$ cat src/rtl/conv_engine_seq.sv
// Sequential valid-mode 2-D convolution engine, one MAC per clock.
// Latches a job on start, walks i/j/ki/kj taps, writes each output on its last tap.
module conv_engine_seq #(
  parameter  int MAX_M  = 5,
  parameter  int MAX_K  = 3,
  parameter  int DW     = 8,
  parameter  int ACC_W  = 20,
  localparam int DIM_W  = $clog2(MAX_M + 1),
  localparam int KDIM_W = $clog2(MAX_K + 1)
) (
  input  logic                      clk,
  input  logic                      reset,
  input  logic                      start,
  input  logic [DIM_W-1:0]          in_m,
  input  logic [DIM_W-1:0]          in_n,
  input  logic [KDIM_W-1:0]         k_m,
  input  logic [KDIM_W-1:0]         k_n,
  input  logic                      sat_mode,
  input  logic [MAX_M*MAX_M*DW-1:0] matrices_in,
  input  logic [MAX_K*MAX_K*DW-1:0] kernelMatrix,
  output logic [DIM_W-1:0]          out_m,
  output logic [DIM_W-1:0]          out_n,
  output logic [MAX_M*MAX_M*DW-1:0] matrices_out,
  output logic                      busy,
  output logic                      valid,
  output logic                      error,
  output logic [15:0]               cycleCount
);

  localparam int IW = MAX_M * MAX_M * DW;
  localparam int KW = MAX_K * MAX_K * DW;
  localparam logic [ACC_W-1:0] SAT_MAX = ACC_W'((1 << DW) - 1);

  typedef enum logic {
    IDLE,
    COMPUTE
  } state_t;

  state_t              state;
  logic [IW-1:0]       img_r;
  logic [KW-1:0]       ker_r;
  logic [KDIM_W-1:0]   km_r;
  logic [KDIM_W-1:0]   kn_r;
  logic                sat_r;
  logic [DIM_W-1:0]    i_r;
  logic [DIM_W-1:0]    j_r;
  logic [KDIM_W-1:0]   ki_r;
  logic [KDIM_W-1:0]   kj_r;
  logic [ACC_W-1:0]    acc;

  logic                dims_ok;
  logic [DW-1:0]       px;
  logic [DW-1:0]       kx;
  logic [2*DW-1:0]     prod;
  logic [ACC_W-1:0]    sum;
  logic [DW-1:0]       res;
  logic                last_kj;
  logic                last_ki;
  logic                last_j;
  logic                last_i;

  always_comb begin
    dims_ok = 1'b1;
    if (in_m == '0 || in_n == '0) dims_ok = 1'b0;
    if (k_m == '0 || k_n == '0) dims_ok = 1'b0;
    if (int'(in_m) > MAX_M || int'(in_n) > MAX_M) dims_ok = 1'b0;
    if (int'(k_m) > MAX_K || int'(k_n) > MAX_K) dims_ok = 1'b0;
    if (int'(in_m) < int'(k_m)) dims_ok = 1'b0;
    if (int'(in_n) < int'(k_n)) dims_ok = 1'b0;
  end

  always_comb begin
    px = img_r[((int'(i_r) + int'(ki_r)) * MAX_M
               + int'(j_r) + int'(kj_r)) * DW +: DW];
    kx = ker_r[(int'(ki_r) * MAX_K + int'(kj_r)) * DW +: DW];
    prod = px * kx;
    sum = acc + ACC_W'(prod);
    // Saturation compares the full-width sum, so no overflow is missed
    res = (sat_r && sum > SAT_MAX) ? '1 : sum[DW-1:0];
    last_kj = (kj_r == kn_r - KDIM_W'(1));
    last_ki = (ki_r == km_r - KDIM_W'(1));
    last_j  = (j_r == out_n - DIM_W'(1));
    last_i  = (i_r == out_m - DIM_W'(1));
  end

  always_ff @(posedge clk) begin
    if (reset) begin
      state        <= IDLE;
      img_r        <= '0;
      ker_r        <= '0;
      km_r         <= '0;
      kn_r         <= '0;
      sat_r        <= 1'b0;
      i_r          <= '0;
      j_r          <= '0;
      ki_r         <= '0;
      kj_r         <= '0;
      acc          <= '0;
      out_m        <= '0;
      out_n        <= '0;
      matrices_out <= '0;
      busy         <= 1'b0;
      valid        <= 1'b0;
      error        <= 1'b0;
      cycleCount   <= '0;
    end else begin
      error <= 1'b0;
      case (state)
        IDLE: begin
          if (start) begin
            img_r        <= matrices_in;
            ker_r        <= kernelMatrix;
            km_r         <= k_m;
            kn_r         <= k_n;
            sat_r        <= sat_mode;
            i_r          <= '0;
            j_r          <= '0;
            ki_r         <= '0;
            kj_r         <= '0;
            acc          <= '0;
            matrices_out <= '0;
            valid        <= 1'b0;
            cycleCount   <= '0;
            if (dims_ok) begin
              out_m <= in_m - DIM_W'(k_m) + DIM_W'(1);
              out_n <= in_n - DIM_W'(k_n) + DIM_W'(1);
              busy  <= 1'b1;
              state <= COMPUTE;
            end else begin
              out_m <= '0;
              out_n <= '0;
              error <= 1'b1;
            end
          end
        end
        COMPUTE: begin
          cycleCount <= cycleCount + 16'd1;
          if (!last_kj) begin
            kj_r <= kj_r + KDIM_W'(1);
            acc  <= sum;
          end else if (!last_ki) begin
            kj_r <= '0;
            ki_r <= ki_r + KDIM_W'(1);
            acc  <= sum;
          end else begin
            kj_r <= '0;
            ki_r <= '0;
            acc  <= '0;
            matrices_out[(int'(i_r) * MAX_M + int'(j_r)) * DW +: DW] <= res;
            if (!last_j) begin
              j_r <= j_r + DIM_W'(1);
            end else begin
              j_r <= '0;
              if (!last_i) begin
                i_r <= i_r + DIM_W'(1);
              end else begin
                i_r   <= '0;
                busy  <= 1'b0;
                valid <= 1'b1;
                state <= IDLE;
              end
            end
          end
        end
        default: state <= IDLE;
      endcase
    end
  end

endmodule

$ cat config.mk
export PLATFORM = sky130hd
export DESIGN_NAME = conv_engine_seq
export DESIGN_NICKNAME = d
export VERILOG_FILES = /design/src/rtl/conv_engine_seq.sv
export SDC_FILE = /design/constraint.sdc
export NUM_CORES = 1
export LEC_CHECK = 0
export CORE_ASPECT_RATIO = 0.7
export CORE_MARGIN = 3
export CORE_UTILIZATION = 60
export CTS_BUF_LIST = sky130_fd_sc_hd__clkbuf_4
export DETAILED_ROUTE_END_ITERATION = 6
export DONT_BUFFER_PORTS = 1
export MAX_ROUTING_LAYER = met4
export PLACE_DENSITY = 0.76
export SLEW_MARGIN = 40
export SYNTH_ARGS = -nofsm -noshare
export SYNTH_HDL_FRONTEND = slang
export SYNTH_SLANG_ARGS = --single-unit
$ cat constraint.sdc
create_clock -name clk -period 9.5 [get_ports clk]
set_clock_uncertainty 0.15 [all_clocks]
set_input_delay 2.375 -clock clk [delete_from_list [all_inputs] [get_ports clk]]
set_output_delay 2.375 -clock clk [all_outputs]
set_load 0.05 [all_outputs]
After elaboration in Yosys (flattened, before gate mapping)
Index checks and enable logic that the tools add are counted.
Widths: inputs -> output; s select.
{"block": "word_totals", "ff_bits": 533, "latchBits": 0, "ramBits": 0, "romBits": 0, "input_bits": 286, "elab_cells": 134, "n_memories": 0}
{"block": "op_classes", "addsub": 20, "multipliers": 4, "div_mod_pow": 0, "n_lt_le_gt_ge": 5, "eq_ne": 10, "shift": 4, "n_mux": 56, "bitwise": 2, "n_reduce_logical": 15}
{"op": "$mux 200", "count": 3}
{"op": "$pmux 200 s2", "count": 1}
{"op": "$bwmux 200", "count": 1}
{"op": "$shift 8x33->200 const A", "count": 1}
{"op": "$shiftx 200x13->8", "count": 1}
{"op": "$shiftx 8x33->200", "count": 1}
{"op": "$shiftx 72x9->8", "count": 1}
{"op": "$mux 20", "count": 3}
{"op": "$pmux 20 s2", "count": 1}
{"op": "$neg 10->33", "count": 1}
{"op": "$pmux 16 s2", "count": 1}
{"op": "$mux 3", "count": 10}
{"op": "$mux 1", "count": 23}
{"op": "$add 20x16->20", "count": 1}
{"op": "$gt 20x8->1 const B", "count": 1}
{"op": "$add 16x1->16 const B", "count": 1}
{"op": "$mul 8x8->16", "count": 1}
{"op": "$mux 16", "count": 1}
{"op": "$add 3x1->3 const B", "count": 4}
{"op": "$pmux 3 s2", "count": 2}
{"op": "$add 8x2->9", "count": 1}
{"op": "$add 7x3->8", "count": 1}
{"op": "$mux 2", "count": 4}
{"op": "$mux 8", "count": 1}
{"op": "29 further kinds", "count": 50}

Longest topological paths before layout
{"block": "logic_depth", "depth_word": 15, "ltp_mapped": 35}

Worst setup path after synthesis
No wires, ideal clock.
{"block": "synth_path", "path_type": "reg2reg", "from": "register ki_r[0]", "to": "register matrices_out[45]", "setup_time_ps": 123, "arrival_ps": 8382, "path_slack_ps": 845, "stages_incl_launch_ff": 30, "cell_sequence": "dfxtp_1 -> ha_1 -> fa_1 -> ha_1 -> inv_1 -> fa_1 -> buf_2 -> clkbuf_1 -> clkbuf_1 -> mux4_2 -> a31oi_1 -> o21ai_0 -> nand2b_1 -> fa_1 -> fa_1 -> inv_1 -> fa_1 -> inv_1 -> fa_1 -> inv_1 -> ha_1 -> a21oi_1 -> o21ai_2 -> xor2_1 -> or3_1 -> nor4_4 -> nand4_4 -> a22oi_4 -> buf_6 -> o21ai_0"}
{"block": "synth_between", "elab_chain_len": 15}
{"item": "start, declared", "line": "47", "rtl": "logic [KDIM_W-1:0] ki_r;"}
{"item": "start signal, assigned", "line": "143", "rtl": "ki_r <= ki_r + KDIM_W'(1);"}
{"item": "$add 3x2->4", "line": "73", "rtl": "px = img_r[((int'(i_r) + int'(ki_r)) * MAX_M"}
{"item": "$mul 4x3->7", "line": "73"}
{"item": "$add 7x3->8", "line": "74", "rtl": "+ int'(j_r) + int'(kj_r)) * DW +: DW];"}
{"item": "$add 8x2->9", "line": "74"}
{"item": "$shiftx 200x13->8", "line": "73"}
{"item": "$mul 8x8->16", "line": "76", "rtl": "prod = px * kx;"}
{"item": "$add 20x16->20", "line": "77", "rtl": "sum = acc + ACC_W'(prod);"}
{"item": "$gt 20x8->1", "line": "79", "rtl": "res = (sat_r && sum > SAT_MAX) ? '1 : sum[DW-1:0];"}
{"item": "$logic_and 1x1->1", "line": "79"}
{"item": "$mux 8", "line": "79"}
{"item": "$shiftx 8x33->200", "line": "149", "rtl": "matrices_out[(int'(i_r) * MAX_M + int'(j_r)) * DW +: DW] <= res;"}
{"item": "$bwmux 200", "line": "149"}
{"item": "$mux 200", "line": "141", "rtl": "end else if (!last_ki) begin"}
{"item": "$mux 200", "line": "138", "rtl": "if (!last_kj) begin"}
{"item": "$pmux 200 s2", "line": "108", "rtl": "case (state)"}
{"item": "end signal, assigned by index", "line": "149"}
{"item": "end, declared", "line": "23", "rtl": "output logic [MAX_M*MAX_M*DW-1:0] matrices_out,"}
Several ways; a longest one is shown, not always the timed one. The select of a mux whose other input is x is not followed.
A chain may end at the register's enable or synchronous reset.

Worst setup path in the final report
{"block": "layout_path", "from": "register ki_r[0]", "to": "register matrices_out[168]"}
The elaborated chain is that of the path after synthesis.

==> results.cfg <==
[floorplanning]
die_h_microns = 175
initial_utilization_pct = 61.2
io_pins = 511
std_cell_rows = 61
dieWidth_microns = 247
die_area_sq_mm = 0.0433
core_area_sq_mm = 0.0400

[pwr]
p_leak_nw = 10.4
pwr-share-seq_pct = 41.1
peakVddDrop_mv = 0.123
cellPowerDensity_mw_per_mm2 = 220
power.internal_mw = 3.87
clkPwrFrac_pct = 30.2
p_comb_share_pct = 28.7
switching_share_pct = 34.0
p_switching_mw = 1.99

[worst_setup_path]
slowest_delay_ns = 0.61
path_common_cell = inv_1
cp.arrival_ns = 9.70
reg2reg_setup_slack_ns = 0.33
worstSetupEndpointType = register
worst_ep_required_time_ns = 10.03
start_kind = register
crit_fanout = 24
cp_slowest_cell = fa_2
critPathKind = register to register

[synth]
synthAdderAreaFrac_pct = 8.90
ys_seq_elements = 533
synth_compound_area_share_pct = 15.6
synthArstFlopShare_pct = 0
synth_xor_area_share_pct = 1.47
synthMuxAreaShare_pct = 7.54
synth_ff_type = dfxtp_1
ys_warn_count = 0
seq_area_frac_synth_pct = 43.6
synth_top_family_by_area = simple AND/OR/NAND/NOR gates
syn_nets = 3265
syn_area_sq_mm = 0.0245
yosys.area_share.simple_pct = 18.2
synth_cells = 2839
synth_edf_count = 0
synth.avg_cell_area_sq_um = 8.63
ys_types = 65

[cells_and_area]
num-nets-final = 3276
drive_above_1_share_pct = 12.3
synthToLayoutAreaGrowth_pct = 8.65
final_area_sq_mm = 0.0266
utilization_pct = 66.5

[grt]
grt_pass1_wl_microns = 110000
grt_pass1_vias = 20000
grt_start_max_net_pins = 328
track_usage_pct = 33.5
antenna_found_initial = 4
grt_overflow = 0

[clocking]
clockRootBuffer = clkbuf_4
cts-hold-fix-buffers = 0
clock_latency_ns = 0.85
numCtsBuffers = 120
htreeDepth = 3
cts_sinks = 533
tritoncts = built
clk_pin_slew_ns = 0.08
clockBufferDepth = 3

[routing]
viasPerCell = 6.00
vias = 20900
drt-initial-drc-count = 2066
firstDrtPassIters = 6
wire_per_inst_microns = 20.7
ant_nets = 0
totalWireLength_microns = 72100
drc = 0

[timing]
maxSlewViolCount = 0
layout_setup_ws_ns = 0.327
fin_crit_sh_pct = 96.6
hold_violations = 0
clock.fmax_ghz = 0.109
setup-violations-final = 0
finalSetupTns_ns = 0
timing.slew.headroom_pct = 41.1
finalCriticalPeriod_ns = 9.17
worst_slew_pin_slew_ns = 0.877

[placement]
io_buffers = 0
place_ws_ns = -0.00657
post_dp_cell_area_sq_mm = 0.0250
dpl.hpwl_microns = 52800
gp_congestion = 0.954

[status]
outcome = finished clean

[flow_run]
drv_cap = 0

[hold_path]
min_path_type = register to register
## Yosys cell counts, types with 3 or more instances
master	count	share of area, %
buf_6	4	0.18
mux4_2	72	6.6
o211a_1	3	0.12
xnor2_1	23	0.82
buf_4	15	0.46
nor2b_1	41	1.0
ha_1	83	4.2
nand4_1	10	0.26
dfxtp_1	533	44
and2_1	10	0.26
a21oi_1	338	6.9
clkbuf_1	122	1.9
nor2_1	77	1.2
xor2_1	18	0.64
a22o_1	4	0.14
and3_1	3	0.077
buf_1	4	0.061
or3_1	7	0.18
or2_2	11	0.28
o2111ai_1	5	0.18
inv_1	128	2.0
a31oi_1	15	0.38
nand2b_1	23	0.59
nand2_1	828	13
o21a_1	5	0.15
o22ai_1	6	0.15
a22oi_1	31	0.95
nand3_1	29	0.59
mux2_2	12	0.55
fa_1	57	4.7
o211ai_1	13	0.40
o21ai_0	193	3.9
nor3_1	17	0.35
buf_2	10	0.20
a21o_1	10	0.31
mux2i_1	9	0.37
a22oi_4	8	0.69
a211oi_1	7	0.21
o21ai_1	21	0.43
## power by group through the flow
stage / Clock (mW) / Combinational [mW] / Sequential [mW]
after global routing: 1.91 / 1.82 / 2.41
final: 1.77 / 1.68 / 2.40
after global placement: 0 / 1.52 / 2.45
after detailed placement: 0 / 1.57 / 2.45
after CTS: 1.80 / 1.57 / 2.40
after floorplan: 0 / 1.16 / 2.43
## routing by layer
metal  global-route usage, %  share of wire (%)
met1                    44.5                 41
met4                    12.0                3.4
met2                    49.8                 46
met3                    8.57                9.9
met5                       -                  0
## placed cells by master (no fill, tap or decap), types with 22 or more instances in the layout
master / count
nand2_1: 828
dfxtp_1: 532
a21oi_1: 335
o21ai_0: 190
clkbuf_4: 171
inv_1: 128
ha_1: 82
nor2_1: 75
mux4_2: 72
fa_1: 55
nor2b_1: 40
a22oi_1: 31
buf_4: 30
nand3_1: 29
clkinv_1: 27
nand2b_1: 22
## layout make-up
cell class              instances  area [sq um]
diodes                          3          7.51
well taps                     535           669
multi-input cells            2021         12800
fillers                      3324         13400
clock inverters                41           219
clock buffers                 171          1280
inverters                     128           480
repair buffers                 46           518
flip-flops and latches        533         10700
## state kept, by name, summed over array words and instances, names as in the netlist
register / count
kj_r: 2
i_r: 3
acc: 20
km_r: 2
valid: 1
out_n: 3
ker_r: 72
out_m: 3
ki_r: 2
j_r: 3
kn_r: 2
error: 1
cycleCount: 16
state: 1
img_r: 200
busy: 1
matrices_out: 200
sat_r: 1
## cells by family (layout without fill, tap and decap cells)
kind of cell / after synthesis / in the layout
flip-flops: 533 / 533
AO/OA/AOI/OAI: 675 / 675
multiplexers: 93 / 93
AND/OR/NAND/NOR: 1072 / 1072
buffers and inverters: 285 / 386
adder cells (fa/ha/maj): 140 / 140
XOR/XNOR: 41 / 41
other: 0 / 3
## through the flow
stage	cells	power (mW)	hold WS, ns
finish	3478	5.85	0.304
global route	3478	6.14	0.319
CTS	3467	5.78	0.303
detailed placement	3255	4.02	0.294
global placement	3253	3.97	0.290
floorplan	2839	3.59	0.283
## path summary, 6_finish.rpt
check,to,from,depth (start not counted)
setup / recovery,matrices_out[168],ki_r[0],31
setup reg to reg,matrices_out[168],ki_r[0],31
hold reg to reg,img_r[66],img_r[66],2
hold / removal,img_r[66],img_r[66],2
## critical path, delay by kind of cell, from the launching register on
kind,cells,cell delay [ns]
adder cells (fa/ha/maj),9,4.28
flip-flops,1,0.32
AND/OR/NAND/NOR,6,1.41
multiplexers,2,0.86
buffers and inverters,9,1.06
AO/OA/AOI/OAI,5,0.90
## timing repair
item                                   CTS  global route
endpoints found under the hold margin    0             0
buffers inserted                         0             6
pin swaps                                0             1
setup endpoints to repair               41           200
resized for setup                        1            11
(Power assumes the default switching activity.)
